--- src/rtl/servo_array_ctrl.sv ---
// Multi-channel hobby-servo controller: debounced keys or a host port set per-channel targets,
// outputs slew toward them at a bounded rate, and one shared period counter drives all PWMs.
`timescale 1ns/1ps
module servo_array_ctrl #(
    parameter int CH         = 3,
    parameter int CLK_HZ     = 50_000_000,
    parameter int PERIOD_US  = 20000,
    parameter int MIN_US     = 500,
    parameter int MAX_US     = 2500,
    parameter int STEP_DEG   = 10,
    parameter int INIT_ANGLE = 0,
    parameter int DEB_CYC    = 1_000_000,
    parameter int SLEW_CYC   = 250_000,
    localparam int CW = (CH > 1) ? $clog2(CH) : 1
) (
    input  logic          clk,
    input  logic          rst_n,
    input  logic          key_inc,
    input  logic          key_sel,
    input  logic          wr_en,
    input  logic [CW-1:0] wr_ch,
    input  logic [7:0]    wr_angle,
    output logic [CW-1:0] sel_ch,
    output logic [CH-1:0] busy,
    output logic [CH-1:0] pwm
);
    localparam int PERIOD_CYC  = int'(longint'(PERIOD_US) * CLK_HZ / 1_000_000);
    localparam int MIN_CYC     = int'(longint'(MIN_US) * CLK_HZ / 1_000_000);
    localparam int CYC_PER_DEG = int'(longint'(MAX_US - MIN_US) * CLK_HZ / 1_000_000 / 180);
    localparam int MAX_CYC     = MIN_CYC + 180 * CYC_PER_DEG;
    localparam int WW          = $clog2(((PERIOD_CYC > MAX_CYC) ? PERIOD_CYC : MAX_CYC) + 1);
    localparam int DW          = $clog2(DEB_CYC + 1);
    localparam int SW          = (SLEW_CYC > 1) ? $clog2(SLEW_CYC) : 1;
    localparam int SLEW_LAST   = (SLEW_CYC > 0) ? SLEW_CYC - 1 : 0;
    localparam logic [7:0] INIT_A = 8'(INIT_ANGLE);

    function automatic logic [7:0] sat_angle(input logic [7:0] a);
        return (a > 8'd180) ? 8'd180 : a;
    endfunction

    // 9-bit sum so that 180 is reachable and anything beyond wraps to 0
    function automatic logic [7:0] step_angle(input logic [7:0] a);
        logic [8:0] sum;
        sum = {1'b0, a} + 9'(STEP_DEG);
        return (sum > 9'd180) ? 8'd0 : sum[7:0];
    endfunction

    function automatic logic [WW-1:0] width_of(input logic [7:0] a);
        return WW'(MIN_CYC) + WW'(a) * WW'(CYC_PER_DEG);
    endfunction

    logic [1:0]    key_p0, key_p1, key_stable, key_press;
    logic [DW-1:0] deb_cnt [2];

    // Stage p0/p1: synchronisers; filter promotes a steady level and emits a press on 0->1
    always_ff @(posedge clk or negedge rst_n) begin
        if (!rst_n) begin
            key_p0     <= '0;
            key_p1     <= '0;
            key_stable <= '0;
            key_press  <= '0;
            for (int k = 0; k < 2; k++) deb_cnt[k] <= '0;
        end else begin
            key_p0 <= {key_sel, key_inc};
            key_p1 <= key_p0;
            for (int k = 0; k < 2; k++) begin
                key_press[k] <= 1'b0;
                if (key_p1[k] != key_stable[k]) begin
                    if (deb_cnt[k] == DW'(DEB_CYC - 1)) begin
                        key_stable[k] <= key_p1[k];
                        key_press[k]  <= key_p1[k];
                        deb_cnt[k]    <= '0;
                    end else begin
                        deb_cnt[k] <= deb_cnt[k] + 1'b1;
                    end
                end else begin
                    deb_cnt[k] <= '0;
                end
            end
        end
    end

    logic [7:0]    tgt [CH];
    logic [7:0]    cur [CH];
    logic [SW-1:0] slew_cnt;
    logic          slew_tick;

    assign slew_tick = (SLEW_CYC == 0) || (slew_cnt == SW'(SLEW_LAST));

    // Target/current stage: host write beats a key step on the same channel
    always_ff @(posedge clk or negedge rst_n) begin
        if (!rst_n) begin
            sel_ch   <= '0;
            slew_cnt <= '0;
            for (int i = 0; i < CH; i++) begin
                tgt[i] <= INIT_A;
                cur[i] <= INIT_A;
            end
        end else begin
            slew_cnt <= slew_tick ? '0 : slew_cnt + 1'b1;
            if (key_press[1])
                sel_ch <= (sel_ch == CW'(CH - 1)) ? '0 : sel_ch + 1'b1;
            for (int i = 0; i < CH; i++) begin
                if (wr_en && wr_ch == CW'(i))
                    tgt[i] <= sat_angle(wr_angle);
                else if (key_press[0] && sel_ch == CW'(i))
                    tgt[i] <= step_angle(tgt[i]);
                if (SLEW_CYC == 0)
                    cur[i] <= tgt[i];
                else if (slew_tick && cur[i] != tgt[i])
                    cur[i] <= (cur[i] < tgt[i]) ? cur[i] + 8'd1 : cur[i] - 8'd1;
            end
        end
    end

    always_comb begin
        busy = '0;
        for (int i = 0; i < CH; i++) busy[i] = (cur[i] != tgt[i]);
    end

    logic [WW-1:0] pwm_cnt;
    logic [WW-1:0] width [CH];

    // PWM stage: widths latch only at period start so a running pulse is never cut short
    always_ff @(posedge clk or negedge rst_n) begin
        if (!rst_n) begin
            pwm_cnt <= '0;
            pwm     <= '0;
            for (int i = 0; i < CH; i++) width[i] <= width_of(INIT_A);
        end else begin
            pwm_cnt <= (pwm_cnt == WW'(PERIOD_CYC - 1)) ? '0 : pwm_cnt + 1'b1;
            for (int i = 0; i < CH; i++) begin
                if (pwm_cnt == '0) begin
                    width[i] <= width_of(cur[i]);
                    pwm[i]   <= (width_of(cur[i]) != '0);
                end else begin
                    pwm[i] <= (pwm_cnt < width[i]);
                end
            end
        end
    end

endmodule

--- config.mk ---
export PLATFORM = sky130hd
export DESIGN_NAME = servo_array_ctrl
export DESIGN_NICKNAME = d
export VERILOG_FILES = /design/src/rtl/servo_array_ctrl.sv
export SDC_FILE = /design/constraint.sdc
export NUM_CORES = 1
export LEC_CHECK = 0
export ABC_AREA = 1
export ABC_CLOCK_PERIOD_IN_PS = 6000
export CAP_MARGIN = 20
export CORE_MARGIN = 2
export CORE_UTILIZATION = 35
export CTS_BUF_LIST = sky130_fd_sc_hd__clkbuf_4 sky130_fd_sc_hd__clkbuf_8 sky130_fd_sc_hd__clkbuf_16
export CTS_CLUSTER_SIZE = 14
export DETAILED_ROUTE_END_ITERATION = 10
export GPL_ROUTABILITY_DRIVEN = 0
export SLEW_MARGIN = 20
export SYNTH_ARGS = -nofsm -noshare
export SYNTH_HDL_FRONTEND = slang
export SYNTH_SLANG_ARGS = --single-unit
export TNS_END_PERCENT = 20
--- constraint.sdc ---
create_clock -name clk -period 6 [get_ports clk]
set_input_delay 1.2 -clock clk [delete_from_list [all_inputs] [get_ports clk]]
set_output_delay 1.2 -clock clk [all_outputs]
set_load 0.005 [all_outputs]
==> results of run 1 <==
[power by group through the flow]
stage                     registers, mW  clock network [mW]  logic, mW
after floorplan                    1.46                   0      0.406
after global placement             1.48                   0      0.537
after detailed placement           1.48                   0      0.551
after CTS                          1.46                1.27      0.556
after global routing               1.47                1.32      0.641
final                              1.46                1.23      0.557
[cell type report]
cell class | count | area (µm²)
clock inverter | 14 | 189
inverter | 397 | 1490
clock buffer | 18 | 439
fill | 4748 | 28400
timing repair buffer | 24 | 251
sequential | 196 | 4930
multi-input combinational | 1522 | 9950
tap | 607 | 759
[cell families (layout without fill, tap and decap cells)]
| logic type | count (synthesis) | after routing | synth area share, % |
|---|---|---|---|
| simple gates | 892 | 892 | 23.8 |
| buf+inv | 411 | 453 | 9.59 |
| fa+ha+maj | 281 | 281 | 23.4 |
| compound gates | 275 | 275 | 9.18 |
| flops | 196 | 196 | 29.9 |
| xor+xnor | 71 | 71 | 3.78 |
| mux | 3 | 3 | 0.251 |
[registers in the layout, indices dropped and copies added (netlist names)]
name / flops
key_press: 2
tgt: 24
pwm: 3
deb_cnt: 40
sel_ch: 2
key_stable: 2
pwm_cnt: 20
cur: 24
width: 57
key_p1: 2
slew_cnt: 18
key_p0: 2
[layer usage]
layer  vias to the layer above  track usage [%]
met4                         0             3.92
li1                       6982                -
met2                       220             26.1
met5                         -                0
met1                      6396             20.8
met3                        26             2.07
[worst max-delay path, stage by stage, from the launching register on]
cell and delay, ns:
dfrtp_1 0.46, inv_1 0.14, ha_1 0.29, inv_1 0.05
fa_1 0.50, inv_1 0.05, fa_1 0.49, inv_1 0.05
fa_1 0.52, inv_1 0.04, ha_1 0.34, nand2_1 0.13
inv_1 0.05, nand2_1 0.10, nand2_1 0.06, nand2_1 0.07
nand3_1 0.07, nand2_1 0.08, o21ai_0 0.09, or2_2 0.28
nand3_1 0.09, o21ai_0 0.09
[cells in the mapped netlist (2+ instances only)]
library cell / n / share of area, %
a211oi_1: 8 / 0.36
a21oi_1: 102 / 3.1
a31oi_1: 2 / 0.076
buf_2: 4 / 0.12
buf_6: 4 / 0.27
clkbuf_1: 5 / 0.11
dfrtp_1: 178 / 27
dfstp_2: 18 / 2.9
fa_1: 45 / 5.5
ha_1: 236 / 18
inv_1: 396 / 9.0
mux2_4: 2 / 0.18
nand2_1: 456 / 10
nand2_2: 2 / 0.076
nand3_1: 121 / 3.7
nand3b_1: 9 / 0.41
nand4_1: 59 / 2.2
nor2_1: 161 / 3.7
nor2_2: 4 / 0.15
nor3_1: 34 / 1.0
nor3_2: 8 / 0.49
nor3b_1: 2 / 0.091
nor4_1: 15 / 0.57
nor4_2: 2 / 0.15
o211ai_1: 19 / 0.87
o21a_1: 7 / 0.32
o21ai_0: 117 / 3.6
o21ai_1: 5 / 0.15
o21bai_1: 3 / 0.14
o221ai_1: 4 / 0.21
o311ai_0: 2 / 0.11
or2_1: 2 / 0.076
or2_2: 11 / 0.42
xnor2_1: 24 / 1.3
xor2_1: 47 / 2.5
[metrics by stage]
stage	std cells	cell area (µm²)	worst slack, ns	total power, mW
6_report	2778	18000	1.81	3.25
5_1_grt	2778	18000	1.43	3.43
4_1_cts	2778	18000	1.79	3.28
3_5_place_dp	2746	17400	1.81	2.03
3_3_place_gp	2746	17400	1.87	2.02
2_1_floorplan	2129	16500	2.12	1.87
[path summary, 6_finish.rpt]
check | from | to | slack, ns | cells after the start
min in group asynchronous | rst_n | pwm_cnt[12] | 0.72 | 1
max in group asynchronous | rst_n | cur[21] | 4.12 | 2
min reg2reg | key_p0[0] | key_p1[0] | 0.35 | 0
max | cur[23] | width[57] | 1.81 | 21
min | key_p0[0] | key_p1[0] | 0.35 | 0
max reg2reg | cur[23] | width[57] | 1.81 | 21
==> impl_results.md, run 1 <==
- Die W: 221 µm
- Largest net degree at the start of global routing: 138
- Post-CTS Setup Bufs: 0
- Hold-fix buffer count after cts: 0
- HP Class: reg2reg
- Vias: 13600
- Worst-Margin Slew: 0.797 ns
- Cell Rows: 79
- Crit Path Category: reg2reg
- Worst clock skew: 0.0118 ns
- Max_slew headroom: 46.8%
- Cts bufs inserted: 17
- Nets: 2454
- WP data required: 6.30 ns
- Total Wirelength: 37100 µm
- Minimum clock period: 4.19 ns
- Part of the power in registers: 44.9%
- Clk Latency, worst-skew pair: 0.45 ns
- Starting Density: 35.4%
- M1 WL: 17900 µm
- WL per Instance: 13.4 µm
- First-pass GRT wire length: 63500 µm
- Cells resized by post-CTS repair: 0
- Fin. max-slew vios: 0
- Gate power share: 17.2%
- Lkg Pwr: 9.46 nW
- NetSw: 0.974 mW
- Cell Pwr Density: 180 nW/µm²
- Endpoint class of the critical path: flop
- Clock-pin slew on the worst setup and hold paths: 0.07 ns
- Number of global-route vias before repair: 13300
- Most frequent cells in the layout: 456 x nand2_1, 396 x inv_1, 236 x ha_1
- TritonCTS clock tree: done
- Sw Ratio: 30.0%
- GRT Residual Overflow: 0
- Clock Sinks: 196
- Register area share after synthesis: 29.9%
- Asr flop ratio synth: 100%
- Number of max-cap violations: 0
- Post-DP HPWL: 29100 µm
- Critical Path Fanout Max: 6
- YS warnings: 0
- Die height: 221 µm
- Post-synth top flop: dfrtp_1
- N_diodes: 0
- Maximum vdd drop: 0.240 mV
- 1st-iter DRT viols: 610
- CTS H-tree lvls: 4
- Syn Nets: 2425
- Met2 wire len: 17500 µm
- Longest Clk Path Bufs: 2
- Top Ports: 23
- P&R area growth vs syn: 9.42%
- Layout cells sized above 1: 4.05%
- First-pass iteration count of the detailed router: 5
- Port bufs: 22
- Most common cell after layout, fill and taps aside: nand2_1
- Arrival time worst endpoint: 4.49 ns
- Mapped Cells: 2129
- Met3 WL post-DR: 1200 µm
- Total GRT Usage: 15.4%
- Root Buffer: clkbuf_16
- Die area: 48800 µm²
- Internal Power: 2.27 mW
- Antenna-violating nets left: 0
- Final Core Density: 38.8%
- Number of synthesized flops with an enable pin: 0
- Final period util: 69.9%
- Hold slack: 0.350 ns
- Fin. Hold Viols: 0
- Setup TNS Final: 0 ns
- CP startpoint kind: flop
- RSZ-0062 raised after global routing: false
- Netlist cell types: 50
- Cell area after synthesis: 16500 µm²
- Via density: 4.90
- Outcome: complete, no violations
- Clock power frac: 37.9%
- Synthesized flop and latch total: 196
- Uppermost layer routed: met4
- DRC: 0
- Fmax: 0.238 GHz
- Initial antenna violation count: 0
- Mean post-synth cell area: 7.73 µm²
- # setup viols final: 0
- Core area: 46500 µm²
(Power assumes the default switching activity.)
==> run 2, diff against run 1 <==
--- a/config.mk
+++ b/config.mk
@@ -6,7 +6,7 @@
 export NUM_CORES = 1
 export LEC_CHECK = 0
 export ABC_AREA = 1
-export ABC_CLOCK_PERIOD_IN_PS = 6000
+export ABC_CLOCK_PERIOD_IN_PS = 3800
 export CAP_MARGIN = 20
 export CORE_MARGIN = 2
 export CORE_UTILIZATION = 35
==> constraint.sdc (replaced) <==
create_clock -name clk -period 3.8 [get_ports clk]
set_input_delay 0.76 -clock clk [delete_from_list [all_inputs] [get_ports clk]]
set_output_delay 0.76 -clock clk [all_outputs]
set_load 0.005 [all_outputs]
==> run 2 against run 1 <==
Net effect:
- clock skew rose by 0.0057 ns
- largest power group unchanged
- first-iteration DRC count rose by 15%
- combinational power rose by 56%
- wire length rose by 3.9%
- register-to-register slack got worse by 1.8 ns
- global-route usage rose by 0.63 points
- cell count rose by 3.6%
- highest routed layer unchanged
==> impl_results.md, run 2 (synthesis results as in run 1) <==
- Die area: 48800 µm² (unchanged)
- Crit-path cells: ha_4 > inv_2 > fa_1 > inv_2 > fa_1 > inv_1 > fa_1 > inv_2 > ha_4 > buf_6 > nand3_4 > nand2_4 > nand2_2 > nand2_2 > xor2_2 > nand3_1 > nor2_1 > nand3_1 > nand2_1 > nand2_1
- Fmax: 0.267 GHz (+12%)
- Top Ports: 23 (unchanged)
- Minimum clock period: 3.75 ns (-0.446 ns)
- CP startpoint kind: flop
- Post-DP HPWL: 30100 µm (+3.4%)
- Largest regs: width: 57 flops, deb_cnt: 40 flops
- Outcome: complete, no violations
- Number of max-cap violations: 0 (unchanged)
- Layout cells sized above 1: 13.7% (+9.6 points)
- Fin. max-slew vios: 0 (unchanged)
- Maximum vdd drop: 0.323 mV (+35%)
- Hold-fix buffer count after cts: 0 (unchanged)
- Post-route insts no fill: 2878 (+3.6%)
- Cell Pwr Density: 263 nW/µm² (+46%)
- Overall power: 5.09 mW (+57%)
- P&R area growth vs syn: 17.5%
- # setup viols final: 0 (unchanged)
- R2R Path Start: cur[6]
- RSZ-0062 raised after global routing: true
- 1st-iter DRT viols: 702 (+15%)
- Total Wirelength: 38500 µm (+3.9%)
- CP bufs+invs: 5 (-1)
- DRC: 0 (unchanged)
- WL per Instance: 13.4 µm (+0.27%)
- Starting Density: 35.4% (unchanged)
- Cells after DPL: 2827 (+2.9%)
- Setup Slack @ Placement: -0.183 ns (-1.99 ns)
- Worst clock skew: 0.0175 ns (+0.00570 ns)
- Most frequent cells in the layout: 412 x nand2_1, 380 x inv_1, 216 x ha_1
- Core area: 46500 µm² (unchanged)
- Max_slew headroom: 47.0% (+0.25 points)
- TritonCTS clock tree: done
- Antenna-violating nets left: 0 (unchanged)
- Final period util: 98.7% (+29 points)
- Crit Path Category: reg2reg
- Total GRT Usage: 16.1% (+0.63 points)
- HP Class: in2async
- Root Buffer: clkbuf_16
- Clk Latency, worst-skew pair: 0.46 ns (about the same)
- Number of global-route vias before repair: 13800 (+3.2%)
- Die height: 221 µm (unchanged)
- Via density: 4.85 (-1.1%)
- Critical Path Fanout Max: 4 (-2)
- Fin. Hold Viols: 0 (unchanged)
- First-pass GRT wire length: 65900 µm (+3.7%)
- Most common cell after layout, fill and taps aside: nand2_1
- Longest Clk Path Bufs: 2 (unchanged)
- Clock-pin slew on the worst setup and hold paths: 0.08 ns (about the same)
- Vias: 14000 (+2.5%)
- Cell Rows: 79 (unchanged)
- Max incr delay on CP: 0.49 ns (-0.03 ns)
- Cts bufs inserted: 17 (unchanged)
- Lkg Pwr: 9.95 nW (+5.2%)
- Most flop-heavy register: width
- Setup TNS Final: 0 ns (unchanged)
- Hold slack: 0.334 ns (-0.0160 ns)
- Crit path from: cur[6]
- Port bufs: 22 (unchanged)
- Worst-Margin Slew: 0.794 ns (-0.00382 ns)
- Nets: 2553 (+4.0%)
- Worst Slack Setup Final: 0.0509 ns (-1.75 ns)
- CTS H-tree lvls: 4 (unchanged)
- Initial antenna violation count: 1 (+1)
- WP data required: 4.15 ns (-2.15 ns)
- Largest net degree at the start of global routing: 93 (-33%)
- Cell family with most CP delay: adder cells
- Arrival time worst endpoint: 4.10 ns (-0.39 ns)
- Die W: 221 µm (unchanged)
- Number of flip-flops in the largest register: 57 (unchanged)
- Clock Sinks: 196 (unchanged)
- GRT Residual Overflow: 0 (unchanged)
- First-pass iteration count of the detailed router: 5 (unchanged)
- Endpoint class of the critical path: flop
- Slowest CP cell: fa_1
==> run 2: cell types whose count changed in the layout (fill, tap and decap cells not counted), sizes merged <==
| cell | previous run | this run |
|---|---|---|
| clkbuf | 19 | 21 |
| bufinv | 3 | 2 |
| clkinv | 4 | 3 |
| buf | 2 | 101 |
| diode | 0 | 1 |
==> run 2: final timing paths <==
kind / endpoint / slack [ns] / depth (start not counted)
worst max-delay path: pwm[2] / 0.05 / 20
worst min-delay path: width[35] / 0.33 / 1
worst max register to register: pwm[2] / 0.05 / 20
worst min register to register: key_p1[1] / 0.35 / 0
max in group asynchronous: width[14] / 2.63 / 2
min in group clk: key_p1[1] / 0.35 / 0
==> run 2: power breakdown <==
group | switching [mW] | total, mW | internal, mW | leakage, nW
Sequential | 0.104 | 2.30 | 2.20 | 2.57
Clock | 0.886 | 1.92 | 1.04 | 0.304
Combinational | 0.548 | 0.867 | 0.319 | 7.08
Total | 1.54 | 5.09 | 3.55 | 9.95
==> run 2: cell type report <==
cell class / count / area (µm²)
fill: 4673 / 27100
multi-input combinational: 1522 / 10500
sequential: 196 / 4930
inverter: 397 / 1490
timing repair buffer: 123 / 1030
tap: 607 / 759
clock buffer: 20 / 460
clock inverter: 12 / 158
antenna: 1 / 2.50
==> run 2: metal layers <==
layer	global-route usage (%)	up-vias	wire length [µm]
met4	4.55	0	665
met5	0	-	0
li1	-	7187	-
met1	21.4	6494	18400
met3	2.64	47	1180
met2	26.8	238	18300
==> run 2: repair_timing <==
action | in CTS | in global routing
buffers inserted | 7 | 11
resized for setup | 34 | 119
cloned | 0 | 0
pin swaps | 25 | 67
setup endpoints to repair | 14 | 23
==> run 2: metrics by stage <==
step                area (µm²)  utilization [%]
global route             19300             41.6
finish                   19300             41.6
detailed placement       18000             38.8
CTS                      18800             40.6
global placement         18000             38.8
floorplan                16500                -
